File: src/rtl/sprite_mover.sv
// rtl/sprite_mover.sv - tile-stepping four-direction sprite motion controller
module sprite_mover #(
    parameter int SPRITE_LEN  = 32,
    parameter int STEP_PIXELS = 32,
    parameter int STEP_DELAY  = 32,
    parameter int INIT_R      = 300,
    parameter int INIT_C      = 300,
    parameter int ROW_MIN     = 0,
    parameter int ROW_MAX     = 479,
    parameter int COL_MIN     = 0,
    parameter int COL_MAX     = 639
) (
    input  logic       clk,
    input  logic       rst,
    input  logic       tick,
    input  logic       btn_up,
    input  logic       btn_down,
    input  logic       btn_left,
    input  logic       btn_right,
    output logic [9:0] player_r,
    output logic [9:0] player_c,
    output logic [1:0] facing,
    output logic       moving,
    output logic [1:0] frame_sel,
    output logic       step_done
);

    typedef enum logic {IDLE, MOVE} state_t;

    localparam logic [1:0] DIR_DOWN  = 2'd0;
    localparam logic [1:0] DIR_UP    = 2'd1;
    localparam logic [1:0] DIR_LEFT  = 2'd2;
    localparam logic [1:0] DIR_RIGHT = 2'd3;

    localparam int CW = 16;
    localparam logic [CW-1:0] DLY_LAST = CW'(STEP_DELAY - 1);
    localparam logic [CW-1:0] PIX_LAST = CW'(STEP_PIXELS - 1);
    localparam logic [CW-1:0] PIX_HALF = CW'(STEP_PIXELS / 2);

    state_t        state;
    logic [3:0]    hist;
    logic          pend_valid;
    logic [1:0]    pend_dir;
    logic [CW-1:0] dly_cnt;
    logic [CW-1:0] pix_cnt;

    logic [3:0]    btns;
    logic [3:0]    edges;
    logic [2:0]    held_sel;
    logic [2:0]    edge_sel;
    logic [2:0]    next_sel;
    logic          pixel_step;
    logic          done;
    logic          next_legal;
    logic [9:0]    step_r;
    logic [9:0]    step_c;

    // Buttons are packed {up, down, left, right}; returns {valid, direction}.
    function automatic logic [2:0] pick_dir(input logic [3:0] b);
        if (b[3]) return {1'b1, DIR_UP};
        if (b[2]) return {1'b1, DIR_DOWN};
        if (b[1]) return {1'b1, DIR_LEFT};
        if (b[0]) return {1'b1, DIR_RIGHT};
        return 3'b000;
    endfunction

    // A move is legal when the whole sprite stays on screen at the target.
    function automatic logic is_legal(input logic [1:0] dir, input logic [9:0] r,
                                      input logic [9:0] c);
        logic signed [10:0] r_s, c_s, step, lo, hi, mn, mx;
        r_s  = $signed({1'b0, r});
        c_s  = $signed({1'b0, c});
        step = 11'(STEP_PIXELS);
        case (dir)
            DIR_UP:   begin lo = r_s - step; mn = 11'(ROW_MIN); mx = 11'(ROW_MAX); end
            DIR_DOWN: begin lo = r_s + step; mn = 11'(ROW_MIN); mx = 11'(ROW_MAX); end
            DIR_LEFT: begin lo = c_s - step; mn = 11'(COL_MIN); mx = 11'(COL_MAX); end
            default:  begin lo = c_s + step; mn = 11'(COL_MIN); mx = 11'(COL_MAX); end
        endcase
        hi = lo + 11'(SPRITE_LEN - 1);
        return (lo >= mn) && (hi <= mx);
    endfunction

    // Decode this tick: edges, pixel advance, move completion and the next move's legality
    always_comb begin
        btns       = {btn_up, btn_down, btn_left, btn_right};
        edges      = btns & ~hist;
        held_sel   = pick_dir(btns);
        edge_sel   = pick_dir(edges);
        pixel_step = (state == MOVE) && (dly_cnt == DLY_LAST);
        done       = pixel_step && (pix_cnt == PIX_LAST);
        step_r     = player_r;
        step_c     = player_c;
        if (pixel_step) begin
            case (facing)
                DIR_UP:   step_r = player_r - 10'd1;
                DIR_DOWN: step_r = player_r + 10'd1;
                DIR_LEFT: step_c = player_c - 10'd1;
                default:  step_c = player_c + 10'd1;
            endcase
        end
        // Pending is only ever valid in MOVE, so IDLE sees just the held buttons.
        next_sel   = pend_valid ? {1'b1, pend_dir} : held_sel;
        next_legal = is_legal(next_sel[1:0], step_r, step_c);
    end

    // Motion FSM with registered outputs; facing doubles as the current move direction
    always_ff @(posedge clk) begin
        if (rst) begin
            state      <= IDLE;
            player_r   <= 10'(INIT_R);
            player_c   <= 10'(INIT_C);
            facing     <= DIR_DOWN;
            moving     <= 1'b0;
            frame_sel  <= 2'd0;
            step_done  <= 1'b0;
            hist       <= 4'b0000;
            pend_valid <= 1'b0;
            pend_dir   <= DIR_DOWN;
            dly_cnt    <= '0;
            pix_cnt    <= '0;
        end else begin
            step_done <= 1'b0;
            if (tick) begin
                hist <= btns;
                if (state == IDLE) begin
                    if (next_sel[2]) begin
                        facing <= next_sel[1:0];
                        if (next_legal) begin
                            state     <= MOVE;
                            moving    <= 1'b1;
                            frame_sel <= 2'd1;
                            dly_cnt   <= '0;
                            pix_cnt   <= '0;
                        end
                    end
                end else begin
                    if (!pixel_step) begin
                        dly_cnt <= dly_cnt + 16'd1;
                    end else begin
                        dly_cnt   <= '0;
                        player_r  <= step_r;
                        player_c  <= step_c;
                        pix_cnt   <= pix_cnt + 16'd1;
                        frame_sel <= (pix_cnt + 16'd1 < PIX_HALF) ? 2'd1 : 2'd2;
                    end
                    if (done) begin
                        step_done  <= 1'b1;
                        pend_valid <= 1'b0;
                        if (next_sel[2]) facing <= next_sel[1:0];
                        if (next_sel[2] && next_legal) begin
                            // Chain straight into the next move on the completion tick.
                            dly_cnt   <= '0;
                            pix_cnt   <= '0;
                            frame_sel <= 2'd1;
                        end else begin
                            state     <= IDLE;
                            moving    <= 1'b0;
                            frame_sel <= 2'd0;
                        end
                    end else if (!pend_valid && edge_sel[2]) begin
                        pend_valid <= 1'b1;
                        pend_dir   <= edge_sel[1:0];
                    end
                end
            end
        end
    end

endmodule

File: config.mk
export PLATFORM = sky130hd
export DESIGN_NAME = sprite_mover
export DESIGN_NICKNAME = d
export VERILOG_FILES = /design/src/rtl/sprite_mover.sv
export SDC_FILE = /design/constraint.sdc
export NUM_CORES = 1
export LEC_CHECK = 0
export ABC_AREA = 1
export CAP_MARGIN = 40
export CORE_AREA = 2 2 139 141
export DETAILED_ROUTE_END_ITERATION = 6
export DIE_AREA = 0 0 141 143
export GPL_ROUTABILITY_DRIVEN = 0
export PLACE_DENSITY = 0.56
export SLEW_MARGIN = 20
export SYNTH_ARGS = -nofsm -noshare
export SYNTH_HDL_FRONTEND = slang
export SYNTH_SLANG_ARGS = --single-unit
File: constraint.sdc
create_clock -name clk -period 8.2 [get_ports clk]
set_clock_uncertainty 0.05 [all_clocks]
set_input_delay 2.05 -clock clk [delete_from_list [all_inputs] [get_ports clk]]
set_output_delay 2.05 -clock clk [all_outputs]
set_load 0.005 [all_outputs]
Yosys cells after proc, flatten, opt, wreduce, memory -nomap -nowiden
Cells that the tools add are included.

word-level totals
  output and inout port bits = 26
  register bits = 66
  bits of input ports = 7

operators by class
  add/sub/neg operators = 11
  $lt $le $gt $ge = 3
  equality and inequality tests = 9
  bitwise operators = 5
  multiplexer cells = 76
  reduce and logical (&&, ||, !) cells = 21

operator list
  kind                                                                    number
  16-bit 2-to-1 mux                                                       10
  3-bit 2-to-1 mux                                                        17
  10-bit one-hot mux with 2 select lines                                  2
  1-bit 2-to-1 mux                                                        34
  11-bit one-hot mux with 3 select lines                                  1
  16-bit by 1-bit adder with 16-bit output, second input constant         2
  16-bit by 5-bit equality test with 1-bit output, second input constant  2
  10-bit 2-to-1 mux                                                       3
  10-bit by 6-bit adder with 11-bit output, second input constant         2
  10-bit by 6-bit subtractor with 11-bit output, second input constant    2
  10-bit by 1-bit adder with 10-bit output, second input constant         2
  10-bit by 1-bit subtractor with 10-bit output, second input constant    2
  2-bit 2-to-1 mux                                                        9
  16-bit by 5-bit < comparator with 1-bit output, second input constant   1
  11-bit by 6-bit adder with 11-bit output, second input constant         1
  11-bit by 1-bit >= comparator with 1-bit output, second input constant  1
  11-bit less-or-equal comparator                                         1
  3-bit AND reduction                                                     3
  4-bit AND reduction                                                     2
  2-bit nonzero test                                                      3
  1-bit logical AND                                                       5
  5-bit AND reduction                                                     1
  4-bit bitwise AND                                                       1
  2-bit by 1-bit equality test with 1-bit output, second input constant   2
  11 further kinds                                                        16

Logic depth before layout (Yosys ltp)
  word-level depth = 21
  mapped depth = 41

Worst setup path after synthesis
OpenSTA, ideal clock, no wires.

  path kind = input to register
  start point = input btn_right
  end point = register dly_cnt[9]
  data arrival time = 5.129 ns
  path slack = 2.906 ns
  stages = 22
  data required time = 8.035 ns
  cells stage by stage = o211ai_1 o21ai_2 nor2_1 inv_1 ha_1 inv_1 nor2_1 o21ai_0 nand2_1 nor3_1 xor2_1 ha_1 nand2_1 nor2_1 nand4_1 nand3_2 nand3_2 nand2_4 buf_6 nand3_1 nand3_1 nor2_1

on the way
  word-level cells in the longest chain between the ends = 18
  elaborated cells between the ends (all ways) = 27

ends and longest elaborated chain
  element                                                                               RTL line  source
  start, declared                                                                       19        input logic btn_right,
  1-bit 2-to-1 mux (2 in a row)                                                         63        if (b[0]) return {1'b1, DIR_RIGHT};
  1-bit 2-to-1 mux                                                                      62        if (b[1]) return {1'b1, DIR_LEFT};
  1-bit 2-to-1 mux                                                                      61        if (b[2]) return {1'b1, DIR_DOWN};
  3-bit 2-to-1 mux *                                                                    64        return 3'b000;
  3-bit 2-to-1 mux *                                                                    63
  3-bit 2-to-1 mux *                                                                    62
  3-bit 2-to-1 mux *                                                                    61
  3-bit 2-to-1 mux *                                                                    103       next_sel = pend_valid ? {1'b1, pend_dir} : held_sel;
  2-bit equality test (tied with other cells)                                           74        case (dir)
  11-bit one-hot mux with 3 select lines / 2-bit OR reduction (equally long branches)   n/a
  11-bit by 6-bit adder with 11-bit output / 10-bit 2-to-1 mux (equally long branches)  80, 74
  11-bit less-or-equal comparator                                                       81        return (lo >= mn) && (hi <= mx);
  1-bit logical AND                                                                     81
  1-bit logical AND                                                                     151       if (next_sel[2] && next_legal) begin
  16-bit 2-to-1 mux                                                                     151
  16-bit 2-to-1 mux                                                                     147       if (done) begin
  16-bit 2-to-1 mux                                                                     126       if (state == IDLE) begin
  end signal, assigned                                                                  139       dly_cnt <= dly_cnt + 16'd1;
  end, declared                                                                         44        logic [CW-1:0] dly_cnt;

Mark *: on every way between the ends. The rest lies on a longest branch, timed or not. The select of a mux whose other input is x is not followed.
A chain may end at the register's enable or synchronous reset.

Worst setup path after layout
  start point = input btn_up
  end point = register dly_cnt[3]

on the way
  word-level cells in the longest chain between the ends = 12
  elaborated cells between the ends (all ways) = 20

ends and longest elaborated chain
  element                                                                               RTL line  source
  start, declared                                                                       16        input logic btn_up,
  1-bit 2-to-1 mux *                                                                    60        if (b[3]) return {1'b1, DIR_UP};
  3-bit 2-to-1 mux *                                                                    61
  3-bit 2-to-1 mux *                                                                    103
  2-bit equality test (tied with other cells)                                           74
  11-bit one-hot mux with 3 select lines / 2-bit OR reduction (equally long branches)   n/a
  11-bit by 6-bit adder with 11-bit output / 10-bit 2-to-1 mux (equally long branches)  80, 74
  11-bit less-or-equal comparator                                                       81
  1-bit logical AND                                                                     81
  1-bit logical AND                                                                     151
  16-bit 2-to-1 mux                                                                     151
  16-bit 2-to-1 mux                                                                     147
  16-bit 2-to-1 mux                                                                     126

Mark *: on every way between the ends. The rest lies on a longest branch, timed or not.

==> results.md <==
| Stage | Parameter | This run |
| --- | --- | --- |
| floorplan | Area of the core region | 18600 um2 |
| placement | Detail Placement HPWL | 11.2 mm |
| clock tree | Clock edge transition at the registers on the reported setup and hold paths | 70 ps |
| global routing | Vias in the first global route | 5264 |
| route | Residual antenna-violating net count after detailed routing | 0 |
| outcome | Result of the run | completed |
| logic synthesis | Top-count cell post-synth | sky130_fd_sc_hd__nand2_1 |
| sta | Setup TNS after final layout | 0 ps |
| clock tree | # resized after CTS | 0 |
| critical path | Crit Path Max Fanout | 53 |
| route | Routed vias/inst | 4.90 |
| final layout | Reg area | 1320 um2 |
| clock tree | Deepest level of the CTS H-tree | 3 |
| clock tree | Clock latency at the later pin of the worst-skew pair | 350 ps |
| logic synthesis | Post-synthesis sequential element count | 66 |
| final layout | Final net count | 930 |
| sta | Achievable clock frequency | 157 MHz |
| logic synthesis | Most used DFF post-synth | sky130_fd_sc_hd__dfxtp_1 |
| critical path | Data arrival time of the critical path | 6570 ps |
| critical path | Kind of end point of the critical path | flip-flop |
| critical path | Library cell contributing the largest single delay on the critical path | sky130_fd_sc_hd__clkdlybuf4s50_1 |
| critical path | Worst R2R Setup Slack | 2200 ps |
| sta | Finish-stage setup viols | 0 |
| sta | Final Slew Violations | 0 |
| logic synthesis | Cell type with the highest aggregate area in the netlist | sky130_fd_sc_hd__dfxtp_1 |
| global routing | Global-route wire length before repair | 25.4 mm |
| sta | Final Hold Vio Count | 0 |
| logic synthesis | Top cells by count, synth | sky130_fd_sc_hd__nand2_1 (221), sky130_fd_sc_hd__inv_1 (112), sky130_fd_sc_hd__nand3_1 (79) |
| flow run | # Max-Cap Violations | 0 |
| critical path | Sequence of cells on the critical path | clkdlybuf4s50_1 > nor2_1 > o211ai_1 > o21ai_2 > buf_6 > nor2_1 > inv_1 > ha_1 > inv_1 > nor2_1 > o21ai_0 > nand2_1 > nor3_1 > xor2_1 > ha_1 > nand2_1 > nor2_1 > nand4_1 > nand3_2 > nand3_2 > nand2_4 > nand2_2 > nand2_1 > a21oi_1 |
| route | Iter 0 DRT Violations | 332 |
| critical path | Classification of the worst setup path | primary input to flip-flop |
| route | Routed length per placed instance | 13.2 um |
| sta | Post-layout minimum cycle time | 6380 ps |
| placement | Buffers added on ports | 32 |
| logic synthesis | Synth area leaders | sky130_fd_sc_hd__dfxtp_1 (24%), sky130_fd_sc_hd__nand2_1 (15%), sky130_fd_sc_hd__inv_1 (7.6%) |
| floorplan | Row Count | 50 |
| floorplan | Die outline area | 20200 um2 |
| clock tree | Number of clock sinks | 66 |
| critical path | Delay of the slowest cell on the worst path | 530 ps |
| final layout | Number of filler instances in the final layout | 2035 |
| final layout | Multi-input gate area in the final layout | 3610 um2 |
| clock tree | Root Buffer Master | sky130_fd_sc_hd__clkbuf_16 |
| floorplan | Die height | 143 um |
| logic synthesis | Post-synthesis sequential area ratio | 23.9% |
| global routing | Initial antenna violation count | 0 |
| floorplan | Number of top-level pins | 33 |
| logic synthesis | Synthesized net count | 909 |
| floorplan | Initial standard-cell utilization of the core | 29.7% |
| clock tree | Clock tree from TritonCTS | done |
| pwr | Static leakage | 2.87 nW |
| route | Vias after detailed routing | 5556 |
| logic synthesis | Number of synthesized flops with an enable pin | 0 |
| sta | Worst max-slew margin expressed relative to the limit | 49.3% |
| global routing | GR Overflow Total | 0 |
| sta | Pin slew with the least headroom to its limit | 759 ps |
| global routing | Global router's overall resource usage | 15.5% |
| logic synthesis | Average cell area after synthesis | 6.33 um2 |
| final layout | Number of inserted diodes | 0 |
| logic synthesis | Count of synthesis-stage warnings from yosys | 0 |
| final layout | Syn-to-layout area delta | 14.5% |
| placement | Post-placement setup slack | 1350 ps |
| clock tree | Setup repair bufs after CTS | 0 |
| floorplan | Die W | 141 um |
| critical path | Cell type with the highest occurrence count on the critical path | sky130_fd_sc_hd__nor2_1 |
| critical path | Required time reported for the critical path endpoint | 8390 ps |
| logic synthesis | Distinct cell type count of the synthesized netlist | 43 |
| clock tree | Maximum buffer depth of the clock tree | 2 |
| pwr | P per Cell Area | 166 nW/um2 |
| final layout | Layout cells sized above 1 | 6.34% |
| critical path | Number of buffer and inverter stages on the critical path | 4 |
| min path | HP Class | flip-flop to flip-flop |
| sta | Final WS setup | 1820 ps |
| logic synthesis | Cell Area, Synth | 5520 um2 |
| sta | Setup repair after global routing missed its margin | no |
| logic synthesis | Proportion of register bits with asynchronous set or reset after synthesis | 0% |
| route | 1st-pass router iterations | 5 |
| route | Detailed-route wire length | 15.0 mm |
| route | DRC | 0 |
| sta | Fraction of the cycle the final worst path needs | 77.8% |
| clock tree | Hold Buf Count CTS | 0 |
| logic synthesis | Synth top area share | 23.9% |
| clock tree | TritonCTS Buffers | 9 |
| critical path | Critical path launch point type | primary input |
| critical path | Crit-path leading delay family | simple AND/OR/NAND/NOR gates |
| global routing | Largest net degree at the start of global routing | 54 |
| logic synthesis | Instance count of the mapped netlist | 873 |
| pwr | Max VDD drop | 115 uV |
-- area by class of cell --
type	count	share of cell area, %
repair buffers	35	5.48
clock buffers	9	3.56
inverters	118	7.05
flip-flops and latches	66	20.9
clock inverters	7	1.31
multi-input cells	664	57.1
well taps	234	4.63
-- cell families (layout without fill, tap and decap cells) --
family	after synthesis	in the layout	share of synthesized area (%)
simple gates	435	435	36.4
compound gates	166	166	16.4
buf+inv	143	169	10.8
flops	66	66	23.9
xor+xnor	33	33	5.23
fa+ha+maj	29	29	6.98
mux	1	1	0.181
-- routing by layer --
| layer | GRT usage (%) | vias to the layer above | wire (um) |
|---|---|---|---|
| li1 | - | 2957 | - |
| met3 | 3.55 | 11 | 624 |
| met2 | 25.5 | 94 | 6830 |
| met1 | 20.5 | 2494 | 7350 |
| met4 | 4.00 | 0 | 175 |
| met5 | 0 | - | 0 |
-- through the flow --
step	hold WS (ps)	area [um2]	utilization, %	power [W]	std cells
floorplan	379	5520	-	0.000591	873
global placement	414	6000	32.3	0.000646	1116
detailed placement	398	6000	32.3	0.000648	1116
CTS	407	6310	34.0	0.00106	1132
global route	421	6320	34.0	0.00112	1133
finish	408	6320	34.0	0.00105	1133
-- sequential cells by signal, summed over array words and instances (netlist names) --
| register | count |
|---|---|
| pend_dir | 2 |
| dly_cnt | 16 |
| player_r | 10 |
| frame_sel | 2 |
| pend_valid | 1 |
| player_c | 10 |
| hist | 4 |
| step_done | 1 |
| facing | 2 |
| moving | 1 |
| pix_cnt | 16 |
| state | 1 |
-- power breakdown --
group / switching (W) / internal, W / leakage (nW)
combinational: 0.000177 / 0.0000926 / 2.18
sequential: 0.0000291 / 0.000343 / 0.537
clock: 0.000168 / 0.000241 / 0.151
total: 0.000374 / 0.000676 / 2.87
-- cell usage in the layout (no fill, tap or decap), types with 2 or more instances in the layout --
cell type	count
sky130_fd_sc_hd__nand3_2	8
sky130_fd_sc_hd__dfxtp_1	66
sky130_fd_sc_hd__clkinv_1	2
sky130_fd_sc_hd__inv_2	3
sky130_fd_sc_hd__nor2_1	57
sky130_fd_sc_hd__clkdlybuf4s50_1	32
sky130_fd_sc_hd__o21ai_0	55
sky130_fd_sc_hd__inv_6	4
sky130_fd_sc_hd__o21ai_1	7
sky130_fd_sc_hd__clkinv_4	2
sky130_fd_sc_hd__or3_1	2
sky130_fd_sc_hd__nand3b_1	4
sky130_fd_sc_hd__o21a_1	2
sky130_fd_sc_hd__nand3_1	79
sky130_fd_sc_hd__o211ai_1	15
sky130_fd_sc_hd__nor2_2	5
sky130_fd_sc_hd__or2_2	5
sky130_fd_sc_hd__nor3_1	12
sky130_fd_sc_hd__ha_1	26
sky130_fd_sc_hd__nor2_4	4
sky130_fd_sc_hd__xor2_1	26
sky130_fd_sc_hd__a22oi_1	6
sky130_fd_sc_hd__nand2_1	221
sky130_fd_sc_hd__nor4_1	6
sky130_fd_sc_hd__buf_4	2
sky130_fd_sc_hd__nand4_1	21
sky130_fd_sc_hd__inv_1	112
sky130_fd_sc_hd__xnor2_1	7
sky130_fd_sc_hd__fa_1	3
sky130_fd_sc_hd__a21oi_1	70
sky130_fd_sc_hd__clkbuf_16	9
sky130_fd_sc_hd__a31oi_1	8
sky130_fd_sc_hd__nand2_2	6
-- worst reg2reg max path, delay by kind of cell (launching register included) --
| kind | cells | cell delay, ps |
|---|---|---|
| buf+inv | 6 | 540 |
| compound gates | 3 | 480 |
| mux | 1 | 280 |
| xor+xnor | 2 | 330 |
| simple gates | 21 | 2640 |
| flops | 1 | 780 |
| fa+ha+maj | 3 | 860 |
-- final timing paths --
check,to,from,cells after the start
worst min register to register,hist[3]$_SDFFE_PP0P_,hist[3]$_SDFFE_PP0P_,2
worst max-delay path,dly_cnt[3]$_SDFFE_PP0P_,btn_up,24
worst max register to register,dly_cnt[3]$_SDFFE_PP0P_,facing[1]$_SDFFE_PP0P_,36
worst min-delay path,hist[3]$_SDFFE_PP0P_,hist[3]$_SDFFE_PP0P_,2
(Power assumes the default switching activity.)
